### src/rtl/seg_capture.sv
// seg_capture: samples a multiplexed two-digit active-low seven-segment bus,
// waits for a settled pattern and decodes it back to a hex nibble per digit.
module seg_capture #(
    parameter int SETTLE_CYCLES = 4
) (
    input  logic       clk,
    input  logic       reset,
    input  logic [1:0] an,
    input  logic [6:0] seg,
    input  logic       clr_err,
    output logic [3:0] digit0,
    output logic [3:0] digit1,
    output logic [1:0] valid,
    output logic [1:0] err,
    output logic       update
);
    localparam int CW = $clog2(SETTLE_CYCLES + 1);
    typedef enum logic [1:0] {IDLE, SETTLE, HOLD} state_t;
    state_t         r_state;
    logic [1:0]     r_an1, r_an2, r_an_p;
    logic [6:0]     r_seg1, r_seg2, r_seg_p;
    logic [CW-1:0]  r_cnt;
    logic [3:0]     r_digit0, r_digit1;
    logic [1:0]     r_valid, r_err;
    logic           r_update;
    logic           w_sel0, w_sel1, w_any, w_chg, w_cap, w_legal, w_blank;
    logic [CW-1:0]  w_nxt;
    logic [3:0]     w_nib;
    logic [1:0]     w_set;
    assign w_sel0  = r_an2 == 2'b10;
    assign w_sel1  = r_an2 == 2'b01;
    assign w_any   = w_sel0 | w_sel1;
    assign w_chg   = {r_an2, r_seg2} != {r_an_p, r_seg_p};
    assign w_blank = r_seg2 == 7'h7F;
    assign w_nxt   = (r_state == SETTLE && !w_chg) ? r_cnt + CW'(1) : CW'(1);
    // an unchanged sample in HOLD never re-captures
    assign w_cap   = w_any && !(r_state == HOLD && !w_chg) && w_nxt == CW'(SETTLE_CYCLES);
    assign w_set   = (w_cap && !w_legal && !w_blank) ? {w_sel1, w_sel0} : 2'b00;
    always_comb begin
        w_legal = 1'b1;
        w_nib   = 4'h0;
        case (r_seg2)
            7'h40: w_nib = 4'h0;
            7'h79: w_nib = 4'h1;
            7'h24: w_nib = 4'h2;
            7'h30: w_nib = 4'h3;
            7'h19: w_nib = 4'h4;
            7'h12: w_nib = 4'h5;
            7'h02: w_nib = 4'h6;
            7'h78: w_nib = 4'h7;
            7'h00: w_nib = 4'h8;
            7'h18: w_nib = 4'h9;
            7'h08: w_nib = 4'hA;
            7'h03: w_nib = 4'hB;
            7'h46: w_nib = 4'hC;
            7'h21: w_nib = 4'hD;
            7'h06: w_nib = 4'hE;
            7'h0E: w_nib = 4'hF;
            default: w_legal = 1'b0;
        endcase
    end
    always_ff @(posedge clk or posedge reset) begin
        if (reset) begin
            r_an1    <= 2'b00;
            r_an2    <= 2'b00;
            r_an_p   <= 2'b00;
            r_seg1   <= 7'h00;
            r_seg2   <= 7'h00;
            r_seg_p  <= 7'h00;
            r_cnt    <= '0;
            r_state  <= IDLE;
            r_digit0 <= 4'h0;
            r_digit1 <= 4'h0;
            r_valid  <= 2'b00;
            r_err    <= 2'b00;
            r_update <= 1'b0;
        end else begin
            r_an1    <= an;
            r_an2    <= r_an1;
            r_an_p   <= r_an2;
            r_seg1   <= seg;
            r_seg2   <= r_seg1;
            r_seg_p  <= r_seg2;
            r_update <= w_cap;
            r_err    <= (r_err & ~{2{clr_err}}) | w_set;
            if (w_cap && w_legal && w_sel0) begin
                r_digit0   <= w_nib;
                r_valid[0] <= 1'b1;
            end
            if (w_cap && w_legal && w_sel1) begin
                r_digit1   <= w_nib;
                r_valid[1] <= 1'b1;
            end
            if (w_cap && w_blank)
                r_valid[w_sel1] <= 1'b0;
            if (!w_any) begin
                r_state <= IDLE;
                r_cnt   <= '0;
            end else if (w_cap) begin
                r_state <= HOLD;
                r_cnt   <= w_nxt;
            end else if (!(r_state == HOLD && !w_chg)) begin
                r_state <= SETTLE;
                r_cnt   <= w_nxt;
            end
        end
    end
    assign digit0 = r_digit0;
    assign digit1 = r_digit1;
    assign valid  = r_valid;
    assign err    = r_err;
    assign update = r_update;
endmodule

### config.mk
export PLATFORM = sky130hd
export DESIGN_NAME = seg_capture
export DESIGN_NICKNAME = d
export VERILOG_FILES = /design/src/rtl/seg_capture.sv
export SDC_FILE = /design/constraint.sdc
export NUM_CORES = 1
export LEC_CHECK = 0
export CAP_MARGIN = 20
export CORE_UTILIZATION = 55
export DETAILED_ROUTE_END_ITERATION = 8
export PLACE_DENSITY = 0.77
export RECOVER_POWER = 100
export SETUP_SLACK_MARGIN = 0.2
export SLEW_MARGIN = 0
export SYNTH_ARGS = -nofsm -noshare
export SYNTH_HDL_FRONTEND = slang
export SYNTH_SLANG_ARGS = --single-unit
### constraint.sdc
create_clock -name clk -period 6.1 [get_ports clk]
set_input_delay 0.915 -clock clk [delete_from_list [all_inputs] [get_ports clk]]
set_output_delay 0.915 -clock clk [all_outputs]
set_load 0.005 [all_outputs]
; Word level (Yosys, flattened, before mapping)
; Index checks and enable logic that the tools add are counted.
[classes]
addsub = 1
order_cmp = 2
eq_ne = 23
mux = 15
bitwise = 6
reduce_logical = 17
[op_table]
columns = cell, count
row1 = 4-bit one-hot mux with 15 select lines, 1
row2 = "7-bit equality test, second input constant", 5
row3 = "7-bit by 5-bit equality test with 1-bit output, second input constant", 3
row4 = "7-bit by 6-bit equality test with 1-bit output, second input constant", 3
row5 = 16-bit OR reduction, 1
row6 = "7-bit by 2-bit equality test with 1-bit output, second input constant", 2
row7 = "7-bit by 4-bit equality test with 1-bit output, second input constant", 2
row8 = 3-bit 2-to-1 mux, 4
row9 = 1-bit logical AND, 11
row10 = 2-bit 2-to-1 mux, 5
row11 = 9-bit != test, 1
row12 = "7-bit by 3-bit equality test with 1-bit output, second input constant", 1
row13 = 7-bit zero test, 1
row14 = 2-bit AND, 2
row15 = "2-bit by 1-bit equality test with 1-bit output, second input constant", 2
row16 = "2-bit equality test, second input constant", 2
row17 = 1-bit zero test, 4
row18 = 1-bit 2-to-1 mux, 4
row19 = 2-bit inverter, 2
row20 = "3-bit by 1-bit adder with 3-bit output, second input constant", 1
row21 = "3-bit equality test, second input constant", 1
row22 = "3-bit != test, second input constant", 1
row23 = "1-bit by 2-bit less-than comparator with 1-bit output, second input constant", 1
row24 = 2-bit OR, 1
row25 = other kinds (3), 3
[word_totals]
reg_bits = 45
inputBits = 12
out_inout_bits = 13
wordCells = 77

; Logic depth before layout (Yosys ltp)
[logic_depth]
word_depth = 11
depth_mapped = 8
ltp_nobuf = 8

; Least setup slack after synthesis
; Ideal clock, no wire load.
[synth_timing]
path_type = reg2reg
from = reg r_seg2[0]
to = reg r_digit0[2] (netlist: digit0[2])
setup_time_ns = 0.125
arrival_ns = 1.914
t_required_ns = 5.975
path_slack_ns = 4.061
path_stages_with_launch = 9
n_path_buf = 1
period_less_slack_ns = 2.039
cell_sequence = dfrtp_1 buf_6 xnor2_4 nand3_2 or3_4 or2_4 clkinv_4 o311a_2 mux2_4
[synth_via]
elab_chain_len = 8
elab_cells_between_ends = 30
cone_classes = eq/ne: 17 / mux: 3 / reduce/logical: 10
[synth_rtl]
columns = element, line
row1 = from (decl), 21  ; logic [6:0] r_seg1, r_seg2, r_seg_p;
row2 = from (signal assigned), 82  ; r_seg2 <= r_seg1;
row3 = 9-bit != test (*), 33  ; assign w_chg = {r_an2, r_seg2} != {r_an_p, r_seg_p};
row4 = 1-bit zero test (*), "35, 37"
row5 = "1-bit logical AND, on equally long branches", "35, 37"
row6 = 3-bit 2-to-1 mux / 1-bit zero test (equally long branches), n/a
row7 = 3-bit equality test / 1-bit logical AND (equally long branches), 37  ; assign w_cap = w_any && !(r_state == HOLD && !w_chg) && w_nxt == CW'(SETTLE_CYCLES);
row8 = 1-bit logical AND (*), 37
row9 = net w_cap, 26  ; logic w_sel0, w_sel1, w_any, w_chg, w_cap, w_legal, w_blank;
row10 = 1-bit logical AND (*) (2 in a row), 86  ; if (w_cap && w_legal && w_sel0) begin
row11 = to (signal assigned), 87  ; r_digit0 <= w_nib;
row12 = to (decl), 23  ; logic [3:0] r_digit0, r_digit1;
; Mark *: on every way through the listed nets, which the timed path passes. The rest lies on a longest branch.
; A chain may end at the register's enable or synchronous reset.

==> impl_metrics.tcl <==
set metrics [dict create \
    grt_pass1_wl_um 6568 \
    grt-ovfl-total 0 \
    postRouteWirelength_um 3783 \
    max-vdd-ir-drop_mv 0.1857 \
    fill_cells 288 \
    yosysUniqueCellTypes 54 \
    leakagePower_nw 1.059 \
    synth_top_area_share_pct 52.08 \
    status "complete, but fails checks" \
    syn-num-nets 194 \
    power.density_nw_per_um2 232.5 \
    multi_input_area_um2 855.8 \
    wl_per_cell_um 15.07 \
    start_util_pct 58.18 \
    cp-startpoint "reset" \
    yosysMostFrequentCell "dfrtp_1" \
    clk_latency_ps 310 \
    dp_hpwl_um 2790 \
    whs_ps 354.3 \
    n_antenna_cell 0 \
    drc 0 \
    ios 25 \
    synth_common_cells "dfrtp_1 (45), inv_1 (12), nor2_1 (11), nand2_1 (7), nor3_1 (7)" \
    synthFlopType "dfrtp_1" \
    endpoint_kind "asynchronous set/reset pin" \
    crit_arrival_ps 3110 \
    fmax_mhz 317.8 \
    syn_area_per_cell_um2 12.08 \
    hold_violations 0 \
    antenna_left 0 \
    numCtsBuffers 5 \
    start_kind "primary input" \
    cts.sinks 45 \
    r2r_slack_ps 3310 \
    clock_tree.buffer_depth 2 \
    place_congestion 0.8267 \
    synthArstFlopShare_pct 100.0 \
    clk_pin_slew_ps 90 \
    maxCapViolCount 1 \
    synthTopCellsByArea "dfrtp_1 (52%), buf_6 (3.1%), xnor2_1 (2.4%), o32ai_2 (2.3%), xnor2_2 (2.3%)" \
    num_vias 1467 \
    firstDrtPassIters 4 \
    htree_levels 2 \
    slew_violations 46 \
    first_global_vias 1383 \
    ys_ff_latch 45 \
    cts_resized 0 \
    slew_headroom_pct -50.14 \
    post-route-min-period_ps 3147 \
    min_path_type "reg -> reg" \
    seq_area_um2 1126 \
    fin_nets 217 \
    violations "max-capacitance violations, max-slew violations" \
    area_growth_pct 12.44 \
    drive_above_1_share_pct 11.33 \
    cts_setup_buffers 0 \
    core_um2 3716 \
    grt_setup_unrepaired "false" \
    die_h_um 64.70 \
    skew_ps 5.293 \
    path_max_fanout 45 \
    cts_hold_buf 0 \
    timing.rr.start "r_seg2[0]$_DFF_PP0_" \
    rows 22 \
    die_width_um 64.70 \
    vias_per_cell 5.845 \
    fin_total_pwr_w 0.0005652 \
    synth_edf_count 0 \
    worst-setup-path-type "in -> async" \
    grt_max_degree 46 \
    min_from "r_seg1[5]$_DFF_PP0_" \
    cts_tree "yes" \
    first_iter_violations 117 \
    antenna_found_initial 0 \
    root_buffer "clkbuf_8" \
    die_area_um2 4186 \
    port_buffers 24 \
    worstMarginPinSlew_ps 2252 \
    ys_seq_area_share_pct 52.08 \
    period_share_pct 51.59 \
    synth_top_area_cell "dfrtp_1" \
    grt_usage_pct 20.99 \
    finalSetupViolations 0 \
    synthesis.area_um2 2162 \
    worst-endpoint-required_ps 6060 \
    fin_tns_setup_ps 0 \
    syn-instance-count 179 \
    yosysWarnings 0 \
]
## path summary, 6_finish.rpt
kind                            depth (start not counted)                     to
max in group clk                                        7  digit1[2]$_DFFE_PP0P_
worst max register to register                          7  digit1[2]$_DFFE_PP0P_
worst max-delay path                                    3  digit1[3]$_DFFE_PP0P_
worst min-delay path                                    0    r_seg2[5]$_DFF_PP0_
worst min register to register                          0    r_seg2[5]$_DFF_PP0_
min in group asynchronous                               3    r_seg1[0]$_DFF_PP0_
## area by class of cell
type                    count  share of cell area (%)
well taps                  48                   2.470
repair buffers             25                   10.04
clock buffers               5                   2.831
multi-input cells         112                   35.20
inverters                  13                   2.059
flip-flops and latches     45                   46.32
clock inverters             3                   1.081
## cells in the final DEF, fill, tap and decap left out, drive strengths merged, types with 5 or more instances in the layout
| cell | synthesis | layout |
|---|---|---|
| nand2 | 7 | 7 |
| xnor2 | 10 | 10 |
| nor2b | 5 | 5 |
| clkbuf | 0 | 6 |
| dlygate4sd3 | 0 | 23 |
| inv | 12 | 15 |
| nor3 | 7 | 7 |
| nor2 | 11 | 11 |
| dfrtp | 45 | 45 |
## sequential cells by signal, indices dropped and copies added, names as in the netlist
name / count
r_seg1: 7
r_an2: 2
r_state: 2
update: 1
r_cnt: 3
r_an1: 2
r_seg_p: 7
r_seg2: 7
digit0: 4
r_an_p: 2
digit1: 4
err: 2
valid: 2
## through the flow
step | instance area [um^2] | utilization [%] | setup slack (ps) | cells
after floorplan | 2162 | - | 4061 | 179
after global placement | 2387 | 64.24 | 3793 | 243
after detailed placement | 2387 | 64.24 | 3719 | 243
after CTS | 2482 | 66.80 | 3682 | 251
after global routing | 2431 | 65.42 | 2415 | 251
final | 2431 | 65.42 | 2953 | 251
## where the power goes
part	switching (W)	total (W)	internal [W]
registers	0.0000155	0.000324	0.000308
logic	0.0000231	0.0000458	0.0000228
clock network	0.000111	0.000196	0.0000850
## routing by layer
metal  global-route usage, %  up-vias  routed length, um
li1                        -      689                  -
met3                   5.810        7                165
met1                   26.64      726               1699
met4                   8.333        0                 55
met5                       0        -                  0
met2                   33.85       45               1863
## worst max-delay path: stages
cell and delay, ps:
dlygate4sd3_1 530, inv_1 50, clkbuf_1 1600
## cell families (layout without fill, tap and decap cells)
logic type | Yosys count | after routing | synth area share [%]
and+or+nand+nor | 58 | 58 | 16.20
DFF | 45 | 45 | 52.08
AOI/OAI and AO/OA | 35 | 35 | 14.58
buffers and inverters | 22 | 46 | 6.307
xor gates and xnor gates | 12 | 12 | 6.771
muxes | 4 | 4 | 2.315
adders and majority gates | 3 | 3 | 1.736
(Power assumes the default switching activity.)
